**config.mk**
```make
export PLATFORM = sky130hd
export DESIGN_NAME = csi_pkt_builder
export DESIGN_NICKNAME = d
export VERILOG_FILES = /design/src/rtl/csi_pkt_pkg.sv /design/src/rtl/csi_crc16_x4.sv /design/src/rtl/csi_pkt_builder.sv
export SDC_FILE = /design/constraint.sdc
export NUM_CORES = 1
export LEC_CHECK = 0
export CAP_MARGIN = 20
export CORE_MARGIN = 2
export CORE_UTILIZATION = 50
export DETAILED_ROUTE_END_ITERATION = 8
export PLACE_DENSITY = 0.78
export SKIP_LAST_GASP = 1
export SLEW_MARGIN = 20
export SYNTH_ARGS = -nofsm -noshare
export SYNTH_HDL_FRONTEND = slang
export SYNTH_SLANG_ARGS = --single-unit
```
**constraint.sdc**
```tcl
create_clock -name csi_clk_i -period 9.8 [get_ports csi_clk_i]
set_input_delay 0.98 -clock csi_clk_i [delete_from_list [all_inputs] [get_ports csi_clk_i]]
set_output_delay 0.98 -clock csi_clk_i [all_outputs]
set_load 0.005 [all_outputs]
```
**src/rtl/csi_pkt_pkg.sv**
```systemverilog
// csi_pkt_pkg
// Shared types and helpers for the CSI-2 packet builder.
//   hdr_t      : packed header fields, laid out exactly as header bits 23:0
//   state_e    : packet builder FSM states
//   CRC_POLY   : reflected CRC-16 polynomial
//   CRC_INIT   : CRC-16 seed value
//   csi_ecc6() : CSI-2 6-bit Hamming code over the 24 header bits
package csi_pkt_pkg;

   localparam logic [15:0] CRC_POLY = 16'h8408;
   localparam logic [15:0] CRC_INIT = 16'hFFFF;

   // Field order matches the wire: WC in bits 23:8, VC in 7:6, DT in 5:0
   typedef struct packed {
      logic [15:0] wc;
      logic [1:0]  vc;
      logic [5:0]  dt;
   } hdr_t;

   typedef enum logic [1:0] {
      ST_IDLE = 2'd0,
      ST_PLD  = 2'd1,
      ST_CRC  = 2'd2
   } state_e;

   // Each parity bit covers a fixed subset of the 24 header bits
   function automatic logic [5:0] csi_ecc6(input logic [23:0] d);
      logic [5:0] p;
      p[0] = d[0] ^ d[1] ^ d[2] ^ d[4] ^ d[5] ^ d[7] ^ d[10] ^ d[11] ^ d[13] ^
             d[16] ^ d[20] ^ d[21] ^ d[22] ^ d[23];
      p[1] = d[0] ^ d[1] ^ d[3] ^ d[4] ^ d[6] ^ d[8] ^ d[10] ^ d[12] ^ d[14] ^
             d[17] ^ d[20] ^ d[21] ^ d[22] ^ d[23];
      p[2] = d[0] ^ d[2] ^ d[3] ^ d[5] ^ d[6] ^ d[9] ^ d[11] ^ d[12] ^ d[15] ^
             d[18] ^ d[20] ^ d[21] ^ d[22];
      p[3] = d[1] ^ d[2] ^ d[3] ^ d[7] ^ d[8] ^ d[9] ^ d[13] ^ d[14] ^ d[15] ^
             d[19] ^ d[20] ^ d[21] ^ d[23];
      p[4] = d[4] ^ d[5] ^ d[6] ^ d[7] ^ d[8] ^ d[9] ^ d[16] ^ d[17] ^ d[18] ^
             d[19] ^ d[20] ^ d[22] ^ d[23];
      p[5] = d[10] ^ d[11] ^ d[12] ^ d[13] ^ d[14] ^ d[15] ^ d[16] ^ d[17] ^
             d[18] ^ d[19] ^ d[21] ^ d[22] ^ d[23];
      return p;
   endfunction

endpackage

```
**src/rtl/csi_crc16_x4.sv**
```systemverilog
// csi_crc16_x4
// Running CRC-16 (reflected 0x8408) folding one 32-bit word per enabled cycle,
// byte0 (bits 7:0) first, each byte LSB first.
//   clk_i, rst_i : clock, asynchronous active-high reset (CRC -> 16'hFFFF)
//   clear_i      : reseed CRC to 16'hFFFF (wins over en_i)
//   en_i         : fold data_i into the CRC
//   data_i       : 32-bit payload word
//   crc_q_o      : current CRC register
//   crc_next_o   : CRC after folding data_i into crc_q_o
import csi_pkt_pkg::*;

module csi_crc16_x4 (
   input  logic        clk_i,
   input  logic        rst_i,
   input  logic        clear_i,
   input  logic        en_i,
   input  logic [31:0] data_i,
   output logic [15:0] crc_q_o,
   output logic [15:0] crc_next_o
);

   logic [15:0] crc_q;
   logic [15:0] crc_d;
   logic        fb;

   // Bit-serial LFSR unrolled over all 32 data bits; bit 0 of the word is
   // the first bit on the wire, so walking i upward gives wire order.
   always_comb begin
      crc_d = crc_q;
      fb    = 1'b0;
      for (int i = 0; i < 32; i++) begin
         fb    = crc_d[0] ^ data_i[i];
         crc_d = {1'b0, crc_d[15:1]} ^ (fb ? CRC_POLY : 16'h0000);
      end
   end

   // CRC register: reseed on clear, otherwise advance when enabled
   always_ff @(posedge clk_i or posedge rst_i) begin
      if (rst_i) begin
         crc_q <= CRC_INIT;
      end else if (clear_i) begin
         crc_q <= CRC_INIT;
      end else if (en_i) begin
         crc_q <= crc_d;
      end
   end

   assign crc_q_o    = crc_q;
   assign crc_next_o = crc_d;

endmodule

```
**src/rtl/csi_pkt_builder.sv**
```systemverilog
// csi_pkt_builder
// Frames CSI-2 short/long packets as 32-bit words for the CSI transmit core.
//   csi_clk_i, rst_i        : clock, asynchronous active-high reset
//   cmd_*_i / cmd_ready_o   : packet command (long flag, VC, DT, WC)
//   in_data_i/in_valid_i/in_ready_o : payload word stream, byte0 in bits 7:0
//   out_data_o/out_be_o/out_sop_o/out_eop_o/out_valid_o/out_ready_i :
//                             registered packet word stream
//   err_wc_o                : one-cycle pulse on a long WC not multiple of 4
import csi_pkt_pkg::*;

module csi_pkt_builder #(
   parameter int P_CIN_DATA_WIDTH = 32,
   parameter int P_WC_WIDTH       = 16
) (
   input  logic                        csi_clk_i,
   input  logic                        rst_i,
   input  logic                        cmd_valid_i,
   output logic                        cmd_ready_o,
   input  logic                        cmd_long_i,
   input  logic [1:0]                  cmd_vc_i,
   input  logic [5:0]                  cmd_dt_i,
   input  logic [P_WC_WIDTH-1:0]       cmd_wc_i,
   input  logic [P_CIN_DATA_WIDTH-1:0] in_data_i,
   input  logic                        in_valid_i,
   output logic                        in_ready_o,
   output logic [P_CIN_DATA_WIDTH-1:0] out_data_o,
   output logic [3:0]                  out_be_o,
   output logic                        out_sop_o,
   output logic                        out_eop_o,
   output logic                        out_valid_o,
   input  logic                        out_ready_i,
   output logic                        err_wc_o
);

   state_e      state_q, state_d;
   logic [15:0] rem_q, rem_d;
   logic [31:0] out_data_q, out_data_d;
   logic [3:0]  out_be_q, out_be_d;
   logic        out_sop_q, out_sop_d;
   logic        out_eop_q, out_eop_d;
   logic        out_valid_q, out_valid_d;
   logic        err_wc_q, err_wc_d;

   logic        free;
   logic        cmd_rdy, in_rdy;
   logic        crc_clr, crc_en;
   logic [15:0] crc_q, crc_next, footer_crc;
   hdr_t        hdr;

   csi_crc16_x4 u_crc (
      .clk_i      (csi_clk_i),
      .rst_i      (rst_i),
      .clear_i    (crc_clr),
      .en_i       (crc_en),
      .data_i     (in_data_i),
      .crc_q_o    (crc_q),
      .crc_next_o (crc_next)
   );

   // The output register can take a new word when empty or being drained
   assign free = ~out_valid_q | out_ready_i;

   // Footer value is the running CRC including any word folded this cycle
   assign footer_crc = crc_en ? crc_next : crc_q;

   // Next-state and output-register load logic. Long packets carry WC
   // rounded down to a word multiple, and exactly that many bytes are used.
   always_comb begin
      state_d     = state_q;
      rem_d       = rem_q;
      out_data_d  = out_data_q;
      out_be_d    = out_be_q;
      out_sop_d   = out_sop_q;
      out_eop_d   = out_eop_q;
      out_valid_d = out_valid_q & ~out_ready_i;
      err_wc_d    = 1'b0;
      crc_clr     = 1'b0;
      crc_en      = 1'b0;
      cmd_rdy     = 1'b0;
      in_rdy      = 1'b0;
      hdr.vc      = cmd_vc_i;
      hdr.dt      = cmd_dt_i;
      hdr.wc      = cmd_long_i ? {cmd_wc_i[15:2], 2'b00} : cmd_wc_i;

      unique case (state_q)
         ST_IDLE: begin
            cmd_rdy = free;
            if (cmd_valid_i && free) begin
               out_data_d  = {2'b00, csi_ecc6(hdr), hdr};
               out_be_d    = 4'hF;
               out_sop_d   = 1'b1;
               out_eop_d   = ~cmd_long_i;
               out_valid_d = 1'b1;
               if (cmd_long_i) begin
                  rem_d    = hdr.wc;
                  crc_clr  = 1'b1;
                  err_wc_d = |cmd_wc_i[1:0];
                  state_d  = (hdr.wc == 16'd0) ? ST_CRC : ST_PLD;
               end
            end
         end
         ST_PLD: begin
            in_rdy = free;
            if (in_valid_i && free) begin
               out_data_d  = in_data_i;
               out_be_d    = 4'hF;
               out_sop_d   = 1'b0;
               out_eop_d   = 1'b0;
               out_valid_d = 1'b1;
               crc_en      = 1'b1;
               rem_d       = rem_q - 16'd4;
               if (rem_q == 16'd4) begin
                  state_d = ST_CRC;
               end
            end
         end
         ST_CRC: begin
            if (free) begin
               out_data_d  = {16'h0000, footer_crc};
               out_be_d    = 4'b0011;
               out_sop_d   = 1'b0;
               out_eop_d   = 1'b1;
               out_valid_d = 1'b1;
               state_d     = ST_IDLE;
            end
         end
         default: begin
            state_d = ST_IDLE;
         end
      endcase
   end

   // State, remaining-byte counter and output register
   always_ff @(posedge csi_clk_i or posedge rst_i) begin
      if (rst_i) begin
         state_q     <= ST_IDLE;
         rem_q       <= 16'd0;
         out_data_q  <= 32'd0;
         out_be_q    <= 4'd0;
         out_sop_q   <= 1'b0;
         out_eop_q   <= 1'b0;
         out_valid_q <= 1'b0;
         err_wc_q    <= 1'b0;
      end else begin
         state_q     <= state_d;
         rem_q       <= rem_d;
         out_data_q  <= out_data_d;
         out_be_q    <= out_be_d;
         out_sop_q   <= out_sop_d;
         out_eop_q   <= out_eop_d;
         out_valid_q <= out_valid_d;
         err_wc_q    <= err_wc_d;
      end
   end

   // Commands are refused while reset is held so nothing is taken mid-reset
   assign cmd_ready_o = cmd_rdy & ~rst_i;
   assign in_ready_o  = in_rdy;
   assign out_data_o  = out_data_q;
   assign out_be_o    = out_be_q;
   assign out_sop_o   = out_sop_q;
   assign out_eop_o   = out_eop_q;
   assign out_valid_o = out_valid_q;
   assign err_wc_o    = err_wc_q;

endmodule
```
==> impl_metrics.env, run 1 <==
export IMPL_outcome="finished clean"
export IMPL_gp_congestion=0.930
export IMPL_ys_seq_area_share_pct=34.5
export IMPL_hpwl_microns=11600
export IMPL_clockBufferDepth=2
export IMPL_grt_antenna_before_repair=0
export IMPL_cp_top_family="XOR/XNOR gates"
export IMPL_drive_gt1_share_pct=8.79
export IMPL_root_buffer="clkbuf_8"
export IMPL_crit_start="in_data_i[1]"
export IMPL_chipHeight_microns=107
export IMPL_setup_tns_final_ns=0
export IMPL_ff2ff_setup_slack_ns=6.43
export IMPL_dpl_cell_area_sq_um=6410
export IMPL_synth_avg_cell_area_sq_um=9.73
export IMPL_end_kind="flip-flop"
export IMPL_timing_final_crit_share_pct=41.2
export IMPL_ant_nets=0
export IMPL_crit_slowest_cell="xnor3_2"
export IMPL_seqCellArea_sq_um=1820
export IMPL_crit_path_max_incr_delay_ns=0.54
export IMPL_yosys_top_cells_area="dfrtp_1, xnor2_1, dfstp_2"
export IMPL_vias=4635
export IMPL_slew_headroom_pct=31.2
export IMPL_multi_input_area_sq_um=3290
export IMPL_crit_top_cell="xnor3_2"
export IMPL_die_area_sq_um=11400
export IMPL_globalRouteOverflowTotal=0
export IMPL_cts_resized_gates=0
export IMPL_synth_cell_types=51
export IMPL_fill_cells=846
export IMPL_skew_ns=0.0111
export IMPL_viasPerCell=6.00
export IMPL_finish_utilization_pct=64.5
export IMPL_routed_wl_microns=15600
export IMPL_core_area_sq_um=10300
export IMPL_drt_iter0_drc=446
export IMPL_start_util_pct=51.3
export IMPL_rsz0062_at_grt="no"
export IMPL_max_cap_violations=0
export IMPL_cp_start_kind="input port"
export IMPL_synth_ff_type="dfrtp_1"
export IMPL_worst_pin_slew_ns=1.03
export IMPL_reg2reg_depth=8
export IMPL_area_delta_synth_final_pct=25.7
export IMPL_yosysWarnings=0
export IMPL_syn_nets=612
export IMPL_critPathKind="input port to flip-flop"
export IMPL_grt_max_degree=74
export IMPL_design_area_sq_um=6630
export IMPL_reg2reg_from="u_crc.crc_q_o[1]"
export IMPL_synth_top_area_cell="dfrtp_1"
export IMPL_cp_depth=9
export IMPL_hp_class="flip-flop to flip-flop"
export IMPL_crit_chain="clkdlybuf4s50_1 > xnor2_2 > xnor3_2 > xnor3_2 > xnor2_2 > xnor3_2 > xnor2_1 > a221oi_1 > o21ai_1"
export IMPL_crit_buf_inv=1
export IMPL_syn_instance_count=542
export IMPL_drv_slew=0
export IMPL_cts_sinks=72
export IMPL_rr_endpoint="out_data_o[8]"
export IMPL_row_count=37
export IMPL_io_pins=104
export IMPL_first_pass_iters=9
export IMPL_synth_seq_cells=72
export IMPL_grt_pass1_vias=4430
export IMPL_synth_edf_count=0
export IMPL_clk_latency_ns=0.36
export IMPL_drcViolationCount=0
export IMPL_htreeDepth=3
export IMPL_cp_max_fo=4
export IMPL_async_flop_share_pct=100
export IMPL_crit_required_ns=10.03
export IMPL_setup_viol=0
export IMPL_cts_tree="yes"
export IMPL_grt_pass1_wl_microns=24800
export IMPL_die_w_microns=107
export IMPL_clock_fmax_mhz=248
export IMPL_cts_hold_buf=0
export IMPL_port_buffers=103
export IMPL_grt_util_all_layers_pct=28.7
export IMPL_period_needed_ns=4.04
export IMPL_post_cts_setup_buffers=0
export IMPL_crit_end="out_data_o[8]"
export IMPL_antenna_cells=0
export IMPL_path_clk_slew_ns=0.08
export IMPL_wire_per_inst_microns=20.2
export IMPL_synth_top_area_share_pct=26.6
export IMPL_hold_viol=0
export IMPL_cts_made_buffers=9
export IMPL_nNetsFinal=702
export IMPL_cp_data_arrival_time_ns=4.26
export IMPL_synth_cell_area_sq_um=5280
synth_stat cells (8+ instances only):
master    number
nand2_1       50
o21ai_0       23
clkbuf_1      25
xnor2_1       89
xnor3_1       12
a21oi_1       17
o211ai_1      13
o21a_1         8
o21ai_1       12
nand3_1        8
a222oi_1      13
xor2_1        26
a221oi_1      14
ha_1           8
dfrtp_1       56
inv_1         14
nor2_1        52
dfstp_2       16
metrics by stage:
stage          std cells  hold slack [ns]  worst slack (ns)
2_1_floorplan        542            0.463              6.00
3_3_place_gp         757            0.448              5.54
3_5_place_dp         757            0.457              5.47
4_1_cts              773            0.474              5.78
5_1_grt              773            0.514              5.63
6_report             773            0.473              5.76
state kept, by name (all words and copies together) (netlist names):
| register | count |
|---|---|
| err_wc_o | 1 |
| rem_q | 16 |
| u_crc.crc_q_o | 16 |
| state_q | 2 |
| out_valid_o | 1 |
| out_be_o | 2 |
| out_eop_o | 1 |
| out_data_o | 32 |
| out_sop_o | 1 |
kinds of logic after synthesis:
family	synth area share, %
compound gates	17.1
buf+inv	3.37
flops	34.5
simple gates	11.3
xor+xnor	30.6
fa+ha+maj	1.90
mux	1.19
layer usage:
layer	wire, microns	vias up	track usage (%)
met5	0	-	0
met4	308	0	7.05
met3	1320	25	4.68
met2	7380	253	46.4
met1	6640	2272	40.6
li1	-	2085	-
worst register-to-register path, stage by stage, from the launching register on:
cell      delay, ns
dfstp_2        0.58
xnor2_2        0.18
xnor3_2        0.54
xnor3_2        0.47
xnor2_2        0.31
xnor3_2        0.54
xnor2_1        0.19
a221oi_1       0.33
o21ai_1        0.10
worst min path at each step:
stage / from / end / slack [ns] / cells after the start
6_report: out_data_o[30] / out_data_o[30] / 0.47 / 2
5_1_grt: out_data_o[12] / out_data_o[12] / 0.51 / 1
4_1_cts: out_data_o[30] / out_data_o[30] / 0.47 / 2
3_5_place_dp: out_data_o[30] / out_data_o[30] / 0.46 / 2
3_3_place_gp: out_data_o[31] / out_data_o[31] / 0.45 / 2
2_1_floorplan: out_data_o[30] / out_data_o[30] / 0.46 / 2
layout make-up:
type	instances	share of cell area, %
clock buffer	11	1.98
clock inverter	5	1.23
tap	136	2.57
timing repair buffer	109	16.2
multi-input combinational	425	49.7
sequential	72	27.5
inverter	15	0.849
layout by cell type (no fill, tap or decap), types with 6 or more instances in the layout:
cell type / netlist / routed
clkdlybuf4s50_1: 0 / 103
xnor2_1: 89 / 89
dfrtp_1: 56 / 56
nor2_1: 52 / 51
nand2_1: 50 / 50
xor2_1: 26 / 26
o21ai_0: 23 / 23
a21oi_1: 17 / 16
dfstp_2: 16 / 16
a221oi_1: 14 / 14
inv_1: 14 / 13
o211ai_1: 13 / 13
a222oi_1: 13 / 13
xnor3_1: 12 / 12
o21ai_1: 12 / 12
clkbuf_8: 0 / 9
nand3_1: 8 / 8
o21a_1: 8 / 8
ha_1: 8 / 8
nand2b_1: 7 / 7
xnor3_2: 7 / 7
xnor2_2: 6 / 6
buf_4: 2 / 6
Power of run 1 is left out: the tool's default activity adds up to more than one toggle a clock period on the data nets, which glitch-free logic cannot reach.
==> inputs of run 2 (changes only) <==
--- a/config.mk
+++ b/config.mk
@@ -7,7 +7,7 @@
 export LEC_CHECK = 0
 export CAP_MARGIN = 20
 export CORE_MARGIN = 2
-export CORE_UTILIZATION = 50
+export CORE_UTILIZATION = 48
 export DETAILED_ROUTE_END_ITERATION = 8
 export PLACE_DENSITY = 0.78
 export SKIP_LAST_GASP = 1
==> constraint.sdc (replaced) <==
create_clock -name csi_clk_i -period 3.65 [get_ports csi_clk_i]
set_input_delay 0.365 -clock csi_clk_i [delete_from_list [all_inputs] [get_ports csi_clk_i]]
set_output_delay 0.365 -clock csi_clk_i [all_outputs]
set_load 0.005 [all_outputs]
==> impl_metrics.env, run 2 (synthesized netlist as in run 1, its figures left out) <==
export IMPL_clk_latency_ns=0.37
export IMPL_reg2reg_depth=8
export IMPL_crit_chain="clkdlybuf4s50_1 > xnor2_2 > xnor3_2 > xnor3_2 > xnor3_2 > xnor3_1 > xor2_1 > nor2_1 > o21ai_1"
export IMPL_period_needed_ns=3.25
export IMPL_largest_register_ffs=32
export IMPL_outcome="finished clean"
export IMPL_timing_final_crit_share_pct=89.2
export IMPL_hp_class="flip-flop to flip-flop"
export IMPL_ff2ff_setup_slack_ns=0.47
export IMPL_layout_common_cells="clkdlybuf4s50_1, xnor2_1, dfrtp_1"
export IMPL_htreeDepth=3
export IMPL_routed_wl_microns=16000
export IMPL_grt_antenna_before_repair=0
export IMPL_die_area_sq_um=11800
export IMPL_setup_viol=0
export IMPL_grt_pass1_wl_microns=24800
export IMPL_viasPerCell=5.88
export IMPL_worst_pin_slew_ns=0.901
export IMPL_post_cts_setup_buffers=0
export IMPL_finish_utilization_pct=62.3
export IMPL_crit_path_max_incr_delay_ns=0.54
export IMPL_first_pass_iters=6
export IMPL_clock_fmax_mhz=307
export IMPL_slew_headroom_pct=40.0
export IMPL_reg2reg_from="u_crc.crc_q_o[0]"
export IMPL_crit_top_cell="xnor3_2"
export IMPL_nNetsFinal=713
export IMPL_path_clk_slew_ns=0.08
export IMPL_placed_cells=772
export IMPL_vias=4637
export IMPL_skew_ns=0.0110
export IMPL_grt_max_degree=73
export IMPL_cp_data_arrival_time_ns=3.54
export IMPL_final_cells=788
export IMPL_io_pins=104
export IMPL_antenna_cells=0
export IMPL_cts_resized_gates=0
export IMPL_start_util_pct=48.9
export IMPL_hold_path_startpoint="out_data_o[30]"
export IMPL_drv_slew=0
export IMPL_clockBufferDepth=2
export IMPL_min_to="out_data_o[30]"
export IMPL_cp_start_kind="input port"
export IMPL_area_delta_synth_final_pct=27.5
export IMPL_cts_made_buffers=9
export IMPL_cts_tree="yes"
export IMPL_setup_tns_final_ns=0
export IMPL_drt_iter0_drc=431
export IMPL_whs_path_depth=2
export IMPL_chipHeight_microns=109
export IMPL_port_buffers=103
export IMPL_cp_max_fo=4
export IMPL_row_count=38
export IMPL_core_area_sq_um=10800
export IMPL_cts_sinks=72
export IMPL_die_w_microns=109
export IMPL_cts_hold_buf=0
export IMPL_grt_pass1_vias=4477
export IMPL_wire_per_inst_microns=20.3
export IMPL_grt_util_all_layers_pct=28.0
export IMPL_gp_congestion=0.958
export IMPL_globalRouteOverflowTotal=0
export IMPL_max_cap_violations=0
export IMPL_crit_required_ns=3.94
export IMPL_end_kind="flip-flop"
export IMPL_ant_nets=0
export IMPL_crit_slowest_cell="clkdlybuf4s50_1"
export IMPL_hold_viol=0
export IMPL_final_common_cell="clkdlybuf4s50_1"
export IMPL_rsz0062_at_grt="no"
export IMPL_drive_gt1_share_pct=10.3
export IMPL_rr_endpoint="u_crc.crc_q_o[10]"
export IMPL_drcViolationCount=0
export IMPL_hpwl_microns=12200
export IMPL_root_buffer="clkbuf_8"
export IMPL_critPathKind="input port to flip-flop"
[run 2: changes by cell type in the layout (fill, tap and decap cells not counted), sizes merged]
cell	previous run	this run
buf	6	17
[run 2: how the worst max path moves through the flow]
stage	from	end	slack (ns)	cells past startpoint
global placement	in_data_i[0]	out_data_o[10]	0.17	9
global route	in_data_i[0]	out_data_o[10]	0.23	9
detailed placement	in_data_i[0]	out_data_o[15]	0.08	9
CTS	in_data_i[0]	u_crc.crc_q_o[10]	0.42	9
finish	in_data_i[0]	u_crc.crc_q_o[10]	0.40	9
floorplan	u_crc.crc_q_o[1]	out_data_o[8]	0.58	8
[run 2: cell type report]
type,instances,area [sq um]
Multi-Input combinational cell,425,3290
Fill cell,923,4070
Clock inverter,5,81.3
Timing Repair Buffer,120,1160
Tap cell,140,175
Clock buffer,11,141
Inverter,15,56.3
Sequential cell,72,1820
[run 2: stage by stage]
step / setup slack (ns) / area (sq um) / hold slack (ns)
floorplan: 0.581 / 5280 / 0.463
global placement: 0.168 / 6500 / 0.450
detailed placement: 0.0813 / 6500 / 0.456
CTS: 0.422 / 6730 / 0.473
global route: 0.230 / 6730 / 0.498
finish: 0.396 / 6730 / 0.469
[run 2: worst max-delay path, delay by kind of cell]
family	cells	cell delay, ns
AND/OR/NAND/NOR	1	0.07
AO/OA/AOI/OAI	1	0.17
buffers and inverters	1	0.54
XOR/XNOR	6	2.38
[run 2: per-layer routing]
metal	track usage (%)	vias to the layer above	routed length (microns)
li1	-	2112	-
met1	38.2	2270	6870
met2	45.5	225	7770
met3	4.60	30	1100
met4	8.97	0	278
met5	0	-	0
Power of run 2 is left out for the same reason.
